**config.mk**
```make
export PLATFORM = sky130hd
export DESIGN_NAME = product_shift_register_flat
export DESIGN_NICKNAME = d
export VERILOG_FILES = /design/src/rtl/product_shift_register_if.sv /design/src/rtl/product_shift_register.sv /design/src/flat_wrapper.sv
export SDC_FILE = /design/constraint.sdc
export NUM_CORES = 1
export LEC_CHECK = 0
export ABC_AREA = 1
export CAP_MARGIN = 0
export CORE_ASPECT_RATIO = 0.6
export CORE_MARGIN = 2
export CORE_UTILIZATION = 51
export CTS_BUF_LIST = sky130_fd_sc_hd__clkbuf_8 sky130_fd_sc_hd__clkbuf_16
export CTS_CLUSTER_DIAMETER = 60
export DETAILED_ROUTE_END_ITERATION = 10
export HOLD_SLACK_MARGIN = 0.15
export PLACE_DENSITY = 0.91
export RECOVER_POWER = 50
export SYNTH_ARGS = -nofsm -noshare
export SYNTH_HDL_FRONTEND = slang
export SYNTH_SLANG_ARGS = --single-unit
```
**constraint.sdc**
```tcl
create_clock -name clk -period 2.4 [get_ports clk]
set_input_delay 0.24 -clock clk [delete_from_list [all_inputs] [get_ports clk]]
set_output_delay 0.24 -clock clk [all_outputs]
set_load 0.02 [all_outputs]
```
**src/rtl/product_shift_register_if.sv**
```systemverilog
// Handshake and operand/product bundle for the shift-add product register.
// The ovf signal exists only when PRODUCT_OVF_EN is defined.
interface product_shift_register_if #(
   parameter int WIDTH = 32
);
   logic                 start;
   logic [WIDTH-1:0]     Multiplier_in;
   logic [WIDTH-1:0]     Multiplicand_in;
   logic [2*WIDTH-1:0]   Product_out;
   logic                 busy;
   logic                 done;
`ifdef PRODUCT_OVF_EN
   logic                 ovf;

   modport master (
      output start, Multiplier_in, Multiplicand_in,
      input  Product_out, busy, done, ovf
   );

   modport slave (
      input  start, Multiplier_in, Multiplicand_in,
      output Product_out, busy, done, ovf
   );
`else
   modport master (
      output start, Multiplier_in, Multiplicand_in,
      input  Product_out, busy, done
   );

   modport slave (
      input  start, Multiplier_in, Multiplicand_in,
      output Product_out, busy, done
   );
`endif
endinterface

```
**src/rtl/product_shift_register.sv**
```systemverilog
// Sequential unsigned shift-add multiplier product register: WIDTH add/shift
// iterations per operation. Optional overflow flag under PRODUCT_OVF_EN.
module product_shift_register #(
   parameter int WIDTH = 32
) (
   input  logic                     clk,
   input  logic                     Reset,
   product_shift_register_if.slave  mul
);

   localparam int CNT_W = (WIDTH > 1) ? $clog2(WIDTH) : 1;
   localparam logic [CNT_W-1:0] CNT_LAST = CNT_W'(WIDTH - 1);

   typedef enum logic [1:0] {
      IDLE = 2'd0,
      RUN  = 2'd1,
      DONE = 2'd2
   } state_t;

   state_t               state;
   state_t               state_next;
   logic [2*WIDTH-1:0]   p;
   logic [2*WIDTH-1:0]   p_step;
   logic [CNT_W-1:0]     cnt;
   logic                 accept;
   logic                 last;
   logic                 busy;
   logic                 done;

   // One iteration: conditional add into the upper half, carry kept as the
   // extra MSB of the sum so it falls into P[2W-1] on the same-edge shift.
   function automatic logic [2*WIDTH-1:0] add_shift(
      input logic [2*WIDTH-1:0] prod,
      input logic [WIDTH-1:0]   mcand
   );
      logic [WIDTH:0] sum;
      sum = {1'b0, prod[2*WIDTH-1:WIDTH]};
      if (prod[0]) begin
         sum = sum + {1'b0, mcand};
      end
      return {sum, prod[WIDTH-1:1]};
   endfunction

   assign accept = (state == IDLE) && mul.start;
   assign last   = (state == RUN) && (cnt == CNT_LAST);
   assign p_step = add_shift(p, mul.Multiplicand_in);

   always_ff @(posedge clk) begin
      if (Reset) begin
         state <= IDLE;
      end else begin
         state <= state_next;
      end
   end

   always_comb begin
      state_next = state;
      busy       = 1'b0;
      done       = 1'b0;
      case (state)
         IDLE: begin
            if (mul.start) begin
               state_next = RUN;
            end
         end
         RUN: begin
            busy = 1'b1;
            if (last) begin
               state_next = DONE;
            end
         end
         DONE: begin
            done       = 1'b1;
            state_next = IDLE;
         end
         default: begin
            state_next = IDLE;
         end
      endcase
   end

   always_ff @(posedge clk) begin
      if (Reset) begin
         p   <= '0;
         cnt <= '0;
      end else if (accept) begin
         p   <= {{WIDTH{1'b0}}, mul.Multiplier_in};
         cnt <= '0;
      end else if (state == RUN) begin
         p   <= p_step;
         cnt <= cnt + CNT_W'(1);
      end
   end

   assign mul.Product_out = p;
   assign mul.busy        = busy;
   assign mul.done        = done;

`ifdef PRODUCT_OVF_EN
   logic ovf;

   // Flag sampled from the final product as the FSM enters DONE.
   always_ff @(posedge clk) begin
      if (Reset) begin
         ovf <= 1'b0;
      end else if (accept) begin
         ovf <= 1'b0;
      end else if (last) begin
         ovf <= |p_step[2*WIDTH-1:WIDTH];
      end
   end

   assign mul.ovf = ovf;
`endif

endmodule

```
**src/flat_wrapper.sv**
```systemverilog
// flat-port wrapper written by rule: the top's interface ports become plain ports
module product_shift_register_flat 
#(
   parameter int WIDTH = 32
)
  (clk, Reset, mul_start, mul_Multiplier_in, mul_Multiplicand_in, mul_Product_out, mul_busy, mul_done);
  product_shift_register_if #(.WIDTH(WIDTH)) mul_i ();
  input  logic clk;
  input  logic Reset;
  input wire logic [$bits(mul_i.start)-1:0] mul_start;
  input wire logic [$bits(mul_i.Multiplier_in)-1:0] mul_Multiplier_in;
  input wire logic [$bits(mul_i.Multiplicand_in)-1:0] mul_Multiplicand_in;
  output wire logic [$bits(mul_i.Product_out)-1:0] mul_Product_out;
  output wire logic [$bits(mul_i.busy)-1:0] mul_busy;
  output wire logic [$bits(mul_i.done)-1:0] mul_done;
  assign mul_i.start = mul_start;
  assign mul_i.Multiplier_in = mul_Multiplier_in;
  assign mul_i.Multiplicand_in = mul_Multiplicand_in;
  assign mul_Product_out = mul_i.Product_out;
  assign mul_busy = mul_i.busy;
  assign mul_done = mul_i.done;
  product_shift_register #(.WIDTH(WIDTH)) u_core (.clk(clk), .Reset(Reset), .mul(mul_i));
endmodule
```
==> summary.md, run 1 <==
| Metric | Value |
|---|---|
| Status | finished, violations left |
| Failing checks | design-rule violations |
| GR Util met1 | 44.0% |
| Post-synth EDFFs | 0 |
| Worst-path clk slew | 60 ps |
| Initial drt markers | 705 |
| Netlist cell types | 31 |
| Share of cells above drive strength 1 | 4.01% |
| Top FF cell, synth | dfxtp_1 |
| Grt total ovfl | 0 |
| Post-synthesis sequential area ratio | 25.1% |
| Core Area | 10700 µm² |
| Final worst slack | 330 ps |
| Synth Register Bits | 71 |
| First-pass GRT wire length | 27000 µm |
| Clock tree from TritonCTS | done |
| Clock Latency Late Sink | 330 ps |
| # diodes | 0 |
| Initial Utilization | 53.0% |
| Slew @ Worst Pin | 1330 ps |
| Tcrit/Tclk final | 86.3% |
| Post-synth design cell area | 5670 µm² |
| Tmin final | 2070 ps |
| Tightest Hold Check Type | reg -> reg |
| Commonest cells after routing, fill and taps aside | 376 x nand2_1, 129 x inv_1, 94 x clkdlybuf4s50_1 |
| Met3 Usage GRT | 7.93% |
| Crit path DAT | 2280 ps |
| DR vias | 6311 |
| Die W | 140 µm |
| Maximum vdd drop | 0.379 mV |
| Final antenna-violating net count | 0 |
| Post-CTS Setup Inserts | 0 |
| Power per Cell Area | 461 nW/µm² |
| Largest net degree at the start of global routing | 68 |
| Dpl cells | 1196 |
| Overall Power | 3.29 mW |
| Post_cts resized | 0 |
| Critical path startpoint category | flip-flop |
| FF/Latch Area | 1420 µm² |
| Vias in the first global route | 5350 |
| Placed cell area | 6900 µm² |
| Yosys warns | 0 |
| Avg Vias per Cell | 5.22 |
| CTS Buf Count | 9 |
| Worst Clk Skew | 8.87 ps |
| Post-synth top area cell | dfxtp_1 |
| Mean post-synth cell area | 5.84 µm² |
| Setup WS pre-CTS | 84.9 ps |
| DP Wirelength | 12800 µm |
| Lkg Pwr | 3.50 nW |
| FFs w/ async S/R, synth | 0% |
| Buffers on Ports | 132 |
| CTS root buffer | clkbuf_16 |
| Final nets | 1170 |
| FP Rows | 29 |
| GR peak layer | met1 |
| Number of clock sinks | 71 |
| Multi-input gate area | 3360 µm² |
| Layout area overhead | 25.8% |
| Post-CTS Hold Fix Bufs | 0 |
| Ranking of synthesized cells by area | dfxtp_1 25%, nand2_1 25%, inv_1 8.5% |
| Drc violations | 10 |
| I/O pin count | 133 |
| Critical-path maximum fanout | 4 |
| H-tree depth | 3 |
| Most common library cell in the layout ignoring fill and taps | nand2_1 |
| GRT Resource Usage Total | 28.0% |
| Crit end category | flip-flop |
| Global Route met2 Usage | 37.4% |
| Final instance count without filler cells | 1210 |
| Die area | 12000 µm² |
| WL per Instance | 13.8 µm |
| Router iterations before antenna repair | 9 |
| Finished Core Util | 66.6% |
| TNS Setup | 0 ps |
| Syn Inst Count | 970 |
| Final setup viols | 0 |
| WP data required | 2610 ps |
| Maximum clock path buffer count | 2 |
| Initial antenna violation count | 0 |
| Highest clock rate | 483 MHz |
| Die height | 85.7 µm |
| Synth top area share | 25.1% |
| Syn nets | 1072 |
| Final Hold Viols | 0 |
| Routed WL | 16700 µm |
| Finished Cell Area | 7130 µm² |
| Critical path type | reg -> reg |
| RSZ-0062 raised after global routing | no |
| Max_slew headroom | 11.2% |
| Final Wtd Congestion | 0.974 |
| Max-slew violations | 0 |
| Fillers | 959 |
| Max Cap Viol | 0 |
| WHS | 489 ps |
## cells in the mapped netlist, types with 5 or more instances
master and instances:
buf_2 5, clkbuf_1 18, dfxtp_1 71, nor3_1 7, nand2_1 376, o21ai_0 18
xor2_1 11, ha_1 34, buf_4 33, nand2_2 5, inv_1 129, a31oi_1 32
nor2_1 93, a21oi_1 65, nand3_1 45
## per-layer routing
metal / share of wire, % / up-vias
li1: - / 3189
met5: 0 / -
met2: 38 / 326
met3: 13 / 20
met4: 1.1 / 0
met1: 48 / 2776
## area by class of cell
class,instances,area share (%)
Clock buffer,9,3.16
Clock inverter,5,0.386
Inverter,133,7.00
Multi-Input combinational cell,705,47.1
Sequential cell,71,19.9
Tap cell,139,2.44
Timing Repair Buffer,148,20.0
## cells by family (layout without fill, tap and decap cells)
logic type | after synthesis | after routing | share of synthesized area [%]
and+or+nand+nor | 538 | 538 | 37.9
buffers and inverters | 194 | 295 | 15.7
AOI/OAI and AO/OA | 121 | 121 | 11.7
DFF | 71 | 71 | 25.1
adders and majority gates | 35 | 35 | 7.86
xor gates and xnor gates | 11 | 11 | 1.70
## report_power, final
group	leakage (nW)	switching, mW	internal [mW]
logic	2.79	0.480	0.333
registers	0.579	0.0517	1.24
clock network	0.127	0.507	0.680
## final timing paths
| kind | startpoint | end | slack (ps) | cells after the start |
|---|---|---|---|---|
| worst min register to register | u_core.cnt[4]$_SDFFE_PP0P_ | u_core.cnt[4]$_SDFFE_PP0P_ | 490 | 2 |
| worst max register to register | u_core.mul.Product_out[32]$_SDFFE_PP0P_ | u_core.mul.Product_out[49]$_SDFFE_PP0P_ | 330 | 9 |
| worst max-delay path | u_core.mul.Product_out[32]$_SDFFE_PP0P_ | u_core.mul.Product_out[49]$_SDFFE_PP0P_ | 330 | 9 |
| worst min-delay path | u_core.cnt[4]$_SDFFE_PP0P_ | u_core.cnt[4]$_SDFFE_PP0P_ | 490 | 2 |
## worst max-delay path, cell delays in order, from the launching register on
cell	delay [ps]
dfxtp_1	340
ha_1	260
fa_1	400
buf_4	160
nand3_1	80
nand3b_1	200
nand2_1	170
a21oi_1	70
o21ai_0	180
a21oi_1	90
## flip-flops by register name (all words and copies together) (netlist names)
signal                  count
u_core.mul.Product_out     64
u_core.cnt                  5
u_core.state                2
(Power assumes the default switching activity.)
==> run 2, diff against run 1 <==
- clock period: 2.4 -> 2.3 ns (I/O delays scaled with it)
==> run 2 against run 1 <==
Clock power grew 21%. Global-route usage decreased by 0.26 points. Largest power group is now clock. Register-to-register slack got worse by 110 ps. Cell area increased by 1.3%. Wire length rose by 1.0%. Total power is 11% higher. First-iteration DRC count shrank 9.2%. Sequential share of layout area fell by 0.25 points. Die area stayed put. The flow still finishes with violations (design-rule violations). Maximum frequency fell by 0.40%. Critical path depth grew 1. Clock-buffer cell count up 1.
==> summary.md, run 2 (synthesized netlist as in run 1, its figures left out) <==
| Metric | Value |
|---|---|
| WHS | 470 ps |
| Critical path startpoint category | flip-flop |
| Number of clock sinks | 71 |
| FP Rows | 29 |
| Share of cells above drive strength 1 | 4.28% |
| Final worst slack | 222 ps |
| Max FFs per register | 64 |
| Max_slew headroom | 43.0% |
| Worst-path clk slew | 60 ps |
| CTS root buffer | clkbuf_16 |
| Critical path's slowest cell | dfxtp_1 |
| Critical path type | reg -> reg |
| Power per Cell Area | 504 nW/µm² |
| Fillers | 969 |
| DR vias | 6359 |
| R2r startpoint | u_core.mul.Product_out[43]$_SDFFE_PP0P_ |
| Initial Utilization | 53.0% |
| Final Wtd Congestion | 0.975 |
| Initial drt markers | 640 |
| Final nets | 1173 |
| H-tree depth | 3 |
| Largest net degree at the start of global routing | 68 |
| Max-slew violations | 0 |
| Final setup viols | 0 |
| Worst Clk Skew | 7.56 ps |
| Buf/Inv on CP | 1 |
| Setup WS pre-CTS | -15.6 ps |
| WP data required | 2480 ps |
| CP dominant cell by count | nand2_1 |
| Crit path DAT | 2260 ps |
| Critical path's top delay family | simple AND/OR/NAND/NOR gates |
| Final Hold Viols | 0 |
| WL per Instance | 13.9 µm |
| Commonest cells after routing, fill and taps aside | 376 x nand2_1, 130 x inv_1, 99 x clkdlybuf4s50_1 |
| Die area | 12000 µm² |
| Maximum vdd drop | 0.389 mV |
| # diodes | 0 |
| CTS Buf Count | 9 |
| Post-CTS Setup Inserts | 0 |
| Failing checks | design-rule violations |
| Post-CTS Hold Fix Bufs | 0 |
| Layout area overhead | 27.4% |
| Tmin final | 2080 ps |
| Clock Latency Late Sink | 330 ps |
| DP Wirelength | 12800 µm |
| Clock tree from TritonCTS | done |
| Final antenna-violating net count | 0 |
| Status | finished, violations left |
| Routed WL | 16900 µm |
| Die W | 140 µm |
| Grt total ovfl | 0 |
| GRT Resource Usage Total | 27.7% |
| RSZ-0062 raised after global routing | no |
| Critical-path maximum fanout | 4 |
| Start point of the critical path | u_core.mul.Product_out[43]$_SDFFE_PP0P_ |
| Tcrit/Tclk final | 90.4% |
| Max Cap Viol | 0 |
| Tightest Hold Check Type | reg -> reg |
| I/O pin count | 133 |
| Crit path cell chain | ha_1 -> nand2_1 -> inv_1 -> nand2_1 -> nand2_1 -> a21oi_1 -> nand2_2 -> xor2_1 -> o21ai_0 -> a21oi_1 |
| Avg Vias per Cell | 5.23 |
| Buffers on Ports | 132 |
| Slew @ Worst Pin | 855 ps |
| Dpl cells | 1199 |
| Initial antenna violation count | 0 |
| HP Start | u_core.cnt[4]$_SDFFE_PP0P_ |
| Post_cts resized | 0 |
| Crit end category | flip-flop |
| Crit-path max cell delay | 440 ps |
| Die height | 85.7 µm |
| Core Area | 10700 µm² |
| Most common library cell in the layout ignoring fill and taps | nand2_1 |
| Highest clock rate | 481 MHz |
| Finished Core Util | 67.5% |
| Maximum clock path buffer count | 2 |
| Vias in the first global route | 5534 |
| Lkg Pwr | 3.52 nW |
| Router iterations before antenna repair | 8 |
| Drc violations | 10 |
| First-pass GRT wire length | 26900 µm |
| Final instance count without filler cells | 1215 |
-- run 2: changes by cell type in the layout (fill, tap and decap cells not counted), moves of 2 or more --
cell and delta:
clkdlybuf4s50_1 +5, dlygate4sd3_1 -5, clkinv_2 -3, clkbuf_2 -2, buf_4 +3, clkinv_4 +2
-- run 2: power breakdown --
part	total, mW	switching (mW)	internal, mW
combinational	0.857	0.504	0.353
sequential	1.34	0.0520	1.29
clock	1.44	0.566	0.875
total	3.64	1.12	2.52
-- run 2: final timing paths --
path                                                           endpoint  slack (ps)  depth (start not counted)
worst max-delay path            u_core.mul.Product_out[44]$_SDFFE_PP0P_         220                         10
worst min-delay path                         u_core.cnt[4]$_SDFFE_PP0P_         470                          2
worst max register to register  u_core.mul.Product_out[44]$_SDFFE_PP0P_         220                         10
worst min register to register               u_core.cnt[4]$_SDFFE_PP0P_         470                          2
-- run 2: worst register-to-register path: stages (launching register included) --
cell and delay, ps:
dfxtp_1 440, ha_1 330, nand2_1 130, inv_1 60, nand2_1 60, nand2_1 120, a21oi_1 190, nand2_2 170
xor2_1 170, o21ai_0 170, a21oi_1 90
-- run 2: cell type report --
class	count	area (µm²)	area share, %
tap	139	174	2.41
multi-input combinational	705	3360	46.5
clock buffer	10	239	3.31
sequential	71	1420	19.7
inverter	133	499	6.91
clock inverter	6	68.8	0.953
timing repair buffer	151	1470	20.3
-- run 2: metal layers --
metal / track usage, % / vias up / share of wire [%]
met3: 7.31 / 22 / 13
li1: - / 3204 / -
met4: 6.52 / 0 / 1.3
met1: 42.5 / 2775 / 47
met2: 38.2 / 358 / 39
met5: 0 / - / 0
-- run 2: per-stage QoR --
stage | power (mW) | area [µm²] | TNS [ps]
6_report | 3.64 | 7220 | 0
5_1_grt | 3.81 | 7220 | 0
4_1_cts | 3.68 | 7240 | 0
3_5_place_dp | 2.23 | 6930 | -16.7
3_3_place_gp | 2.22 | 6930 | -12.2
2_1_floorplan | 1.92 | 5670 | 0
==> run 3, diff against run 2 <==
- CORE_UTILIZATION: 51 -> 52
- CTS_BUF_LIST: sky130_fd_sc_hd__clkbuf_8 sky130_fd_sc_hd__clkbuf_16 -> sky130_fd_sc_hd__clkbuf_4 sky130_fd_sc_hd__clkbuf_8
- PLACE_DENSITY: 0.91 -> 0.93
- SETUP_SLACK_MARGIN: default -> 0.3
- SLEW_MARGIN: default -> 15
==> run 3 against run 2 <==
Critical endpoint is now mul_busy. Highest routed layer unchanged. Utilization grew 4.0 points. Die area shrank 1.9%. Sequential share of layout area shrank 0.56 points. Non-clock buffer count rose by 2. The flow now finishes without violations. First-iteration DRC count rose by 17%. Largest power group is now registers.
==> summary.md, run 3 (synthesized netlist as in run 1, its figures left out) <==
| Metric | Value |
|---|---|
| Initial drt markers | 751 |
| Maximum clock path buffer count | 2 |
| Slew @ Worst Pin | 778 ps |
| Final antenna-violating net count | 0 |
| Max-slew violations | 0 |
| Clock network power share | 35.8% |
| DP Wirelength | 12900 µm |
| Most common library cell in the layout ignoring fill and taps | nand2_1 |
| H-tree depth | 3 |
| FP Rows | 29 |
| Overall Power | 3.54 mW |
| Initial Utilization | 53.5% |
| CTS Buf Count | 9 |
| Max FFs per register | 64 |
| FF-to-FF End | u_core.mul.Product_out[50]$_SDFFE_PP0P_ |
| Clock Latency Late Sink | 360 ps |
| TNS Setup | 0 ps |
| Post-CTS Hold Fix Bufs | 0 |
| Worst-path clk slew | 80 ps |
| Reg2Reg Setup Slack | 300 ps |
| Vias in the first global route | 5650 |
| Highest clock rate | 496 MHz |
| Router iterations before antenna repair | 5 |
| Power per Cell Area | 467 nW/µm² |
| First-pass GRT wire length | 27400 µm |
| WL per Instance | 14.5 µm |
| Max_slew headroom | 48.1% |
| Status | complete, no violations |
| WP data required | 2070 ps |
| Worst Reg2Reg Path Length in Cells | 11 |
| CTS root buffer | clkbuf_8 |
| Max Cap Viol | 0 |
| Die area | 11800 µm² |
| Die height | 84.9 µm |
| Layout area overhead | 33.6% |
| Lkg Pwr | 3.50 nW |
| Dpl cells | 1200 |
| Final worst slack | 284 ps |
| R2r startpoint | u_core.mul.Product_out[33]$_SDFFE_PP0P_ |
| Tcrit/Tclk final | 87.7% |
| GRT Resource Usage Total | 28.5% |
| Clock tree from TritonCTS | done |
| Hold Path Sink | u_core.mul.Product_out[24]$_SDFFE_PP0P_ |
| Final Wtd Congestion | 0.987 |
| Fillers | 897 |
| Final instance count without filler cells | 1217 |
| DR vias | 6540 |
| Drc violations | 0 |
| Core Area | 10600 µm² |
| Tightest Hold Check Type | in -> reg |
| Hold-critical path depth | 3 |
| # diodes | 0 |
| Buffers on Ports | 132 |
| I/O pin count | 133 |
| Finished Cell Area | 7570 µm² |
| Final setup viols | 0 |
| Critical path type | reg -> out |
| Initial antenna violation count | 0 |
| Final Hold Viols | 0 |
| Commonest cells after routing, fill and taps aside | 364 x nand2_1, 131 x inv_1, 101 x clkdlybuf4s50_1 |
| Critical path startpoint category | flip-flop |
| Share of cells above drive strength 1 | 10.9% |
| Crit end category | primary output |
| Avg Vias per Cell | 5.37 |
| Worst Clk Skew | 12.7 ps |
| Switch share | 31.3% |
| Tmin final | 2020 ps |
| Grt total ovfl | 0 |
| Critical-path maximum fanout | 13 |
| Placed cell area | 6940 µm² |
| Setup WS pre-CTS | -47.8 ps |
| Maximum vdd drop | 0.348 mV |
| Reg power frac | 38.0% |
| Pint | 2.43 mW |
| WHS | 450 ps |
| Routed WL | 17600 µm |
| Logic gate share of total power | 26.2% |
| Crit path DAT | 1790 ps |
| Number of clock sinks | 71 |
| Final nets | 1175 |
| Finished Core Util | 71.5% |
| RSZ-0062 raised after global routing | yes |
| Die W | 139 µm |
| Largest net degree at the start of global routing | 68 |
| HP Start | mul_Multiplier_in[24] |
| Sw Pwr | 1.11 mW |
-- run 3: cell types whose count changed in the layout (fill, tap and decap cells not counted), moves of 10 or more --
cell     previous run  this run
dfxtp_1            71        58
ha_4                0        19
nand2_2             5        15
nand2_1           376       364
ha_1               34         9
-- run 3: per-layer routing --
layer | part of all wire, % | track usage (%) | up-vias
met5 | 0 | 0 | -
met4 | 1.3 | 6.06 | 0
met3 | 12 | 8.69 | 24
met2 | 40 | 39.3 | 345
met1 | 46 | 43.4 | 2955
li1 | - | - | 3216
-- run 3: worst max-delay path: stages (launching register included) --
cell,delay [ps]
dfxtp_1,320
inv_1,60
nand2_1,60
inv_1,310
clkdlybuf4s50_1,680
-- run 3: cell type report --
type | instances | area, µm² | area share (%)
timing repair buffer | 153 | 1490 | 19.6
sequential | 71 | 1450 | 19.1
tap | 139 | 174 | 2.30
clock inverter | 5 | 106 | 1.40
multi-input combinational | 705 | 3720 | 49.1
inverter | 133 | 499 | 6.59
clock buffer | 11 | 139 | 1.83
-- run 3: power by group through the flow --
stage               combinational, mW  clock [mW]  sequential, mW
floorplan                       0.546           0            1.37
global placement                0.850           0            1.37
detailed placement              0.859           0            1.37
CTS                             0.865        1.28            1.34
global route                     1.01        1.33            1.35
finish                          0.927        1.27            1.34
-- run 3: timing repair --
action,4_1_cts,5_1_grt
setup buffers,0,1
resized for setup,4,84
pin swaps,0,7
hold endpoints to repair,0,0
endpoints found under the setup margin,7,24
-- run 3: worst max-delay path by stage --
| stage | startpoint | to | slack [ps] |
|---|---|---|---|
| after floorplan | u_core.mul.Product_out[32]$_SDFFE_PP0P_ | u_core.mul.Product_out[59]$_SDFFE_PP0P_ | 360 |
| after global placement | mul_Multiplicand_in[18] | u_core.mul.Product_out[58]$_SDFFE_PP0P_ | -50 |
| after detailed placement | mul_Multiplicand_in[18] | u_core.mul.Product_out[58]$_SDFFE_PP0P_ | -50 |
| after CTS | u_core.mul.Product_out[44]$_SDFFE_PP0P_ | u_core.mul.Product_out[52]$_SDFFE_PP0P_ | 320 |
| after global routing | u_core.mul.Product_out[33]$_SDFFE_PP0P_ | u_core.mul.Product_out[58]$_SDFFE_PP0P_ | 170 |
| final | u_core.state[1]$_SDFFE_PP0P_ | mul_busy | 280 |
